[src/rtl/ccff_pkg.sv]
// Shared definitions for the configuration-chain loader: state encoding,
// default integrity sentinel and a helper for the partial last byte.
package ccff_pkg;

  typedef enum logic [1:0] {
    IDLE = 2'd0,
    SENT = 2'd1,
    LOAD = 2'd2,
    DONE = 2'd3
  } ccff_state_t;

  localparam logic [7:0] DEFAULT_SENTINEL = 8'hA5;

  // Number of useful bits in the final byte of a chain of the given length.
  function automatic int last_byte_bits(input int chain_len);
    return ((chain_len % 8) == 0) ? 8 : (chain_len % 8);
  endfunction

endpackage

[src/rtl/ccff_loader_if.sv]
// Byte stream handshake feeding the configuration loader.
interface ccff_loader_if;

  logic [7:0] in_data;
  logic       in_valid;
  logic       in_ready;

  modport master (output in_data, output in_valid, input in_ready);
  modport slave  (input in_data, input in_valid, output in_ready);

endinterface

[src/rtl/ccff_loader.sv]
// Serialises a configuration bitstream MSB-first into the fabric chain,
// gating prog_clk via shift_en and checking a sentinel that runs the full chain.
module ccff_loader
  import ccff_pkg::*;
#(
  parameter int         CHAIN_LEN = 64,
  parameter logic [7:0] SENTINEL  = DEFAULT_SENTINEL
) (
  input  logic              prog_clk,
  input  logic              reset,
  input  logic              start,
  ccff_loader_if.slave      in_bus,
  output logic              ccff_head,
  output logic              shift_en,
  input  logic              ccff_tail,
  output logic              done,
  output logic              chain_ok
);

  localparam int N      = CHAIN_LEN + 8;
  localparam int W      = (CHAIN_LEN + 7) / 8;
  localparam int LAST   = last_byte_bits(CHAIN_LEN);
  localparam int BIT_W  = $clog2(CHAIN_LEN + 9);
  localparam int BYTE_W = $clog2(W + 1);

  ccff_state_t       state_q, state_d;
  logic [7:0]        shreg_q, shreg_d;
  logic [3:0]        buf_cnt_q, buf_cnt_d;
  logic [BIT_W-1:0]  bit_cnt_q, bit_cnt_d;
  logic [BYTE_W-1:0] byte_cnt_q, byte_cnt_d;
  logic [7:0]        tail_sr_q, tail_sr_d;
  logic              shift_en_q, shift_en_d;
  logic              done_q, done_d;
  logic              ok_q, ok_d;
  logic              ready_c;
  logic              accept;

  // The shift register doubles as the skid buffer: a new byte may land on the
  // same edge the last buffered bit leaves, keeping shift_en continuous.
  assign ready_c = ((state_q == SENT) || (state_q == LOAD)) &&
                   (byte_cnt_q < BYTE_W'(W)) &&
                   ((buf_cnt_q == 4'd0) || ((buf_cnt_q == 4'd1) && shift_en_q));
  assign accept  = in_bus.in_valid && ready_c;

  assign in_bus.in_ready = ready_c;
  assign ccff_head       = shreg_q[7];
  assign shift_en        = shift_en_q;
  assign done            = done_q;
  assign chain_ok        = ok_q;

  always_comb begin
    state_d    = state_q;
    shreg_d    = shreg_q;
    buf_cnt_d  = buf_cnt_q;
    bit_cnt_d  = bit_cnt_q;
    byte_cnt_d = byte_cnt_q;
    tail_sr_d  = tail_sr_q;
    ok_d       = ok_q;
    done_d     = 1'b0;
    shift_en_d = 1'b0;

    case (state_q)
      IDLE, DONE: begin
        if (start) begin
          state_d    = SENT;
          shreg_d    = SENTINEL;
          buf_cnt_d  = 4'd8;
          bit_cnt_d  = '0;
          byte_cnt_d = '0;
          tail_sr_d  = '0;
          ok_d       = 1'b0;
          shift_en_d = 1'b1;
        end
      end
      default: begin
        if (shift_en_q) begin
          if (bit_cnt_q != BIT_W'(N)) begin
            bit_cnt_d = bit_cnt_q + 1'b1;
          end
          if (bit_cnt_q >= BIT_W'(CHAIN_LEN)) begin
            tail_sr_d = {tail_sr_q[6:0], ccff_tail};
          end
          if (buf_cnt_q > 4'd1) begin
            shreg_d   = {shreg_q[6:0], 1'b0};
            buf_cnt_d = buf_cnt_q - 4'd1;
          end else begin
            buf_cnt_d = 4'd0;
          end
          if (bit_cnt_q == BIT_W'(7)) begin
            state_d = LOAD;
          end
          if (bit_cnt_q == BIT_W'(N - 1)) begin
            state_d = DONE;
            done_d  = 1'b1;
            ok_d    = ({tail_sr_q[6:0], ccff_tail} == SENTINEL);
          end
        end
        // The final byte only carries the bits the chain still needs.
        if (accept) begin
          shreg_d    = in_bus.in_data;
          byte_cnt_d = byte_cnt_q + 1'b1;
          buf_cnt_d  = (byte_cnt_q == BYTE_W'(W - 1)) ? 4'(LAST) : 4'd8;
        end
        shift_en_d = (buf_cnt_d != 4'd0) && (state_d != DONE);
      end
    endcase
  end

  always_ff @(posedge prog_clk) begin
    if (reset) begin
      state_q    <= IDLE;
      shreg_q    <= '0;
      buf_cnt_q  <= '0;
      bit_cnt_q  <= '0;
      byte_cnt_q <= '0;
      tail_sr_q  <= '0;
      shift_en_q <= 1'b0;
      done_q     <= 1'b0;
      ok_q       <= 1'b0;
    end else begin
      state_q    <= state_d;
      shreg_q    <= shreg_d;
      buf_cnt_q  <= buf_cnt_d;
      bit_cnt_q  <= bit_cnt_d;
      byte_cnt_q <= byte_cnt_d;
      tail_sr_q  <= tail_sr_d;
      shift_en_q <= shift_en_d;
      done_q     <= done_d;
      ok_q       <= ok_d;
    end
  end

endmodule

[src/flat_wrapper.sv]
// flat-port wrapper written by rule: the top's interface ports become plain ports
module ccff_loader_flat import ccff_pkg::*;
#(
  parameter int         CHAIN_LEN = 64,
  parameter logic [7:0] SENTINEL  = DEFAULT_SENTINEL
)
  (prog_clk, reset, start, ccff_head, shift_en, ccff_tail, done, chain_ok, in_bus_in_data, in_bus_in_valid, in_bus_in_ready);
  ccff_loader_if in_bus_i ();
  input  logic prog_clk;
  input  logic reset;
  input  logic start;
  output logic ccff_head;
  output logic shift_en;
  input  logic ccff_tail;
  output logic done;
  output logic chain_ok;
  input wire logic [$bits(in_bus_i.in_data)-1:0] in_bus_in_data;
  input wire logic [$bits(in_bus_i.in_valid)-1:0] in_bus_in_valid;
  output wire logic [$bits(in_bus_i.in_ready)-1:0] in_bus_in_ready;
  assign in_bus_i.in_data = in_bus_in_data;
  assign in_bus_i.in_valid = in_bus_in_valid;
  assign in_bus_in_ready = in_bus_i.in_ready;
  ccff_loader #(.CHAIN_LEN(CHAIN_LEN), .SENTINEL(SENTINEL)) u_core (.prog_clk(prog_clk), .reset(reset), .start(start), .in_bus(in_bus_i), .ccff_head(ccff_head), .shift_en(shift_en), .ccff_tail(ccff_tail), .done(done), .chain_ok(chain_ok));
endmodule
[config.mk]
export PLATFORM = sky130hd
export DESIGN_NAME = ccff_loader_flat
export DESIGN_NICKNAME = d
export VERILOG_FILES = /design/src/rtl/ccff_pkg.sv /design/src/rtl/ccff_loader_if.sv /design/src/rtl/ccff_loader.sv /design/src/flat_wrapper.sv
export SDC_FILE = /design/constraint.sdc
export NUM_CORES = 1
export LEC_CHECK = 0
export ABC_AREA = 0
export ABC_CLOCK_PERIOD_IN_PS = 1900
export BUFFER_PORTS_ARGS = -buffer_cell sky130_fd_sc_hd__buf_2
export CAP_MARGIN = 20
export CORE_UTILIZATION = 30
export CTS_CLUSTER_SIZE = 25
export DETAILED_ROUTE_END_ITERATION = 16
export SLEW_MARGIN = 40
export SYNTH_ARGS = -nofsm -noshare
export SYNTH_HDL_FRONTEND = slang
export SYNTH_SLANG_ARGS = --single-unit
[constraint.sdc]
create_clock -name prog_clk -period 1.9 [get_ports prog_clk]
set_input_delay 0.38 -clock prog_clk [delete_from_list [all_inputs] [get_ports prog_clk]]
set_output_delay 0.38 -clock prog_clk [all_outputs]
set_load 0.05 [all_outputs]
======== Yosys cells after proc, flatten, opt, wreduce, memory -nomap -nowiden ========
Cells that the tools add are included.
storage, ports and cells
  bits in registers ....................... 35
  input port bits ......................... 13
  output and inout bits ................... 5
  word-level logic and storage cells ...... 85
operators by class
  add/sub/neg operators ................... 3
  order comparisons ....................... 3
  equality and inequality tests ........... 10
  mux-type cells .......................... 35
  bitwise operators ....................... 1
  reductions and logical operators ........ 24
operators by type and width
  operator                                                        number
  2-to-1 mux 7 bit                                                8
  2-to-1 mux 8 bit                                                5
  2-to-1 mux 4 bit                                                9
  2-to-1 mux 2 bit                                                6
  AND reduction 3 bit                                             4
  nonzero test 2 bit                                              5
  equality test 8 bit (second input constant)                     1
  adder 7 x 1 -> 7 bit (second input constant)                    1
  equality test 7 x 3 -> 1 bit (second input constant)            1
  equality test 7 bit (second input constant)                     1
  greater-or-equal comparator 7 bit (second input constant)       1
  2-to-1 mux 1 bit                                                7
  != test 7 bit (second input constant)                           1
  nonzero test 3 bit                                              2
  logical AND 1 bit                                               5
  adder 4 x 1 -> 4 bit (second input constant)                    1
  equality test 2 bit (second input constant)                     2
  equality test 4 x 1 -> 1 bit (second input constant)            1
  greater-than comparator 4 x 1 -> 1 bit (second input constant)  1
  logical NOT 4 bit                                               1
  < comparator 4 bit (second input constant)                      1
  != test 2 bit (second input constant)                           2
  nonzero test 4 bit                                              1
  OR reduction 4 bit                                              1
  other kinds (7)                                                 8

======== Logic depth before layout (Yosys ltp) ========
  depth in word-level cells ............... 10
  mapped depth ............................ 8
  mapped depth without buffers ............ 7

======== Worst setup path before layout ========
OpenSTA, ideal clock, no wires.
  kind .................................... register to output
  start point ............................. register u_core.state_q[0]
  end point ............................... output in_bus_in_ready
  arrival ................................. 1.458 ns
  required time ........................... 1.520 ns
  path slack .............................. 0.062 ns
  stages on the path, launching flop included .. 6
  buffers on the path ..................... 3
  cells stage by stage .................... dfxtp_1 > buf_4 > xor2_2 > buf_6 > buf_2 > and3_1
between the ends
  cells in the longest elaborated chain, start to end .. 4
  elaborated cells on any way between the ends .. 5
  those cells by class .................... 2 x eq/ne; 3 x reduce/logical
ends and longest elaborated chain
  what                                                                 line                RTL
  start: declaration                                                   ccff_loader.sv:26   ccff_state_t state_q, state_d;
  start signal: assignment                                             ccff_loader.sv:121  state_q <= state_d;
  equality test 2 x 1 -> 1 bit or equality test 2 bit (tied branches)  ccff_loader.sv:40   assign ready_c = ((state_q == SENT) || (state_q == LOAD)) &&
  logical OR 1 bit *                                                   ccff_loader.sv:40
  logical AND 1 bit *                                                  ccff_loader.sv:40
  logical AND 1 bit *                                                  ccff_loader.sv:41   (byte_cnt_q < BYTE_W'(W)) &&
  end: declaration                                                     flat_wrapper.sv:19  output wire logic [$bits(in_bus_i.in_ready)-1:0] in_bus_in_ready;
Every way passes the cells marked *; elsewhere a longest branch is shown, timed or not.

======== Final worst setup path ========
  start point ............................. register u_core.buf_cnt_q[0]
  end point ............................... output in_bus_in_ready
between the ends
  cells in the longest elaborated chain, start to end .. 4
  elaborated cells on any way between the ends .. 5
  those cells by class .................... 1 x eq/ne; 4 x reduce/logical
ends and longest elaborated chain
  what                          line                RTL
  start: declaration            ccff_loader.sv:28   logic [3:0] buf_cnt_q, buf_cnt_d;
  start signal: assignment      ccff_loader.sv:123  buf_cnt_q <= buf_cnt_d;
  equality test 4 x 1 -> 1 bit  ccff_loader.sv:42   ((buf_cnt_q == 4'd0) || ((buf_cnt_q == 4'd1) && shift_en_q));
  logical AND 1 bit             ccff_loader.sv:42
  logical OR 1 bit *            ccff_loader.sv:42
  logical AND 1 bit *           ccff_loader.sv:41
Marked as above.

==> flow_summary.ini <==
[outcome]
status = finished, final reports clean

[power_and_ir_drop]
powerDensity_nw_per_um2 = 732
ir_drop_uv = 464
leakagePower_nw = 0.794

[cells_and_area]
drive_above_1_share_pct = 24.4
mostFrequentLayoutCells = dfxtp_1, nand2_1, a21oi_1
final_common_cell = dfxtp_1
fin_cells = 317
layout.area.seq_um2 = 707
diodes = 0
fillCellCount = 630
multiInputGateArea_um2 = 1060
area_growth_pct = 16.2
final_nets = 260
fin_area_um2 = 2150
fin_util_pct = 36.2

[logic_synthesis]
ys_seq_area_share_pct = 37.8
ys_types = 50
synth_edf_count = 0
syn-num-nets = 236
synth_area_um2 = 1850
synth_seq_cells = 35
synth_flop_cell = dfxtp_1
yosysWarningCount = 0
async_flop_share_pct = 0
avgSynthCellArea_um2 = 8.54
synthCells = 217

[critical_path]
critPathRequiredTime_ns = 1.52
slowest_stage = dfxtp_4
crit_buf_inv = 2
worstSetupPathType = register to output port
max_stage_delay_ns = 0.37
path_max_fanout = 6
crit_family = flip-flops
cp.arrival_ns = 1.46
critPathCaptureType = output port
crit_chain = inv_1 > ha_1 > a21o_1 > and3_1 > buf_6
worstSetupStartpointType = register

[sta]
setup_viol = 0
timing.fmax_mhz = 545
hold_viol_final = 0
clock_skew_ns = 0.00706
min_period_ns = 1.84
slew_viol_final = 0
setup_ws_ns = 0.0642
period_share_pct = 96.6
worst_pin_slew_ns = 0.439
relSlewSlack_pct = 70.7
fin_hold_ws_ns = 0.347

[floorplanning]
core_area_um2 = 5960
rows = 28
start_util_pct = 31.1
dieArea_um2 = 6490
ioPinCount = 18
die_width_um = 80.6
die_height_um = 80.6

[global_route]
grt_max_degree = 18
grt_util_all_layers_pct = 14.5
antenna_found_initial = 0
grt_pass1_vias = 1529
grt_overflow = 0
grt_pass1_wl_um = 7100

[clocking]
cts_setup_buffers = 0
cts_max_path_buffers = 2
h-tree-depth = 2
clkSinkCount = 35
cts_buffers = 5
insertion_delay_ns = 0.30
clkTransAtPathRegs_ns = 0.07
cts_tree = done
cts_root_buf = clkbuf_8

[drt]
detail-route-antenna-nets = 0
wl_per_cell_um = 13.1
dr_total_vias = 1571
drtPass1Iterations = 4
viasPerCell = 4.96
drt_wl_total_um = 4160
drtIter0Drc = 65
drc = 0

[placement]
dpl_worst_slack_ns = 0.0896
hpwlAfterDp_um = 2960
placed_area_um2 = 2040
numPortBuffers = 17
place_congestion = 0.760
dpl.cell_count = 309

[job]
drv_cap = 0

[min_path]
hold_class = input pin to register
[timing repair]
action                     in CTS  in global routing
setup endpoints to repair       1                  5
pin swaps                       0                  0
hold buffers                    0                  0
resized for setup               4                  7
[where the power goes]
group	leakage (nW)	total [W]	switching (W)	internal (W)
clock	0.0412	0.000544	0.000287	0.000256
sequential	0.286	0.000781	0.0000248	0.000756
combinational	0.467	0.000253	0.000156	0.0000961
[stage by stage]
stage / total power [W] / setup TNS [ns]
final: 0.00158 / 0
after global routing: 0.00165 / -0.00322
after CTS: 0.00159 / 0
after detailed placement: 0.00104 / 0
after global placement: 0.00104 / 0
after floorplan: 0.000977 / 0
[routing by layer]
metal | routed length [µm] | share of wire, % | track usage (%) | vias to the layer above
li1 | - | - | - | 817
met1 | 2120 | 51 | 19.3 | 716
met2 | 1770 | 43 | 22.0 | 31
met3 | 182 | 4.4 | 3.64 | 7
met4 | 80 | 1.9 | 6.43 | 0
met5 | 0 | 0 | 0 | -
[cells in the mapped netlist (all sizes together) (2+ instances only)]
library cell  count  area share (%)
o21ai             4             1.1
a311oi            5             2.4
nand4b            2            0.95
xnor2             5             3.4
a21o              6             2.4
and3              4             1.4
ha                6             4.1
a21oi            23             6.8
nor4              3             1.7
nand4             3             1.0
nor3              8             2.4
nand2            31             6.8
a31oi             3             1.4
o31a              2             1.0
clkbuf            4            0.81
buf               9             3.9
inv               6             1.2
nand3            15             4.1
nor2             21             4.3
nand2b            2            0.68
a211oi            2             1.4
dfxtp            35              38
[tightest hold or removal path, stage by stage]
cell and delay [ns]:
buf_2 0.10, nand3_1 0.05, a21oi_1 0.06
[final timing paths]
| kind | startpoint | endpoint | slack (ns) | cells past startpoint |
|---|---|---|---|---|
| worst max-delay path | u_core.buf_cnt_q[0] | in_bus_in_ready | 0.06 | 5 |
| worst min-delay path | ccff_tail | u_core.tail_sr_q[0] | 0.35 | 3 |
| worst max register to register | u_core.buf_cnt_q[0] | u_core.shreg_q[5] | 0.14 | 7 |
| worst min register to register | u_core.tail_sr_q[6] | u_core.tail_sr_q[6] | 0.46 | 2 |
[logic make-up after synthesis]
family / synth area share [%]
AND/OR/NAND/NOR: 26.0
AO/OA/AOI/OAI: 20.8
flip-flops: 37.8
buffers and inverters: 5.94
XOR/XNOR: 4.25
adder cells (fa/ha/maj): 4.05
multiplexers: 1.15
[layout make-up]
class	count	share of cell area [%]
clock inverter	2	0.581
multi-input combinational	163	49.0
sequential	35	32.8
tap	75	4.36
timing repair buffer	30	8.77
clock buffer	6	3.37
inverter	6	1.05
[flip-flops by register name (all words and copies together) (netlist names)]
name and flops:
u_core.shift_en 1, u_core.bit_cnt_q 7, u_core.chain_ok 1, u_core.state_q 2, u_core.byte_cnt_q 4, u_core.buf_cnt_q 4, u_core.tail_sr_q 7, u_core.shreg_q 8
u_core.done 1
(Power assumes the default switching activity.)
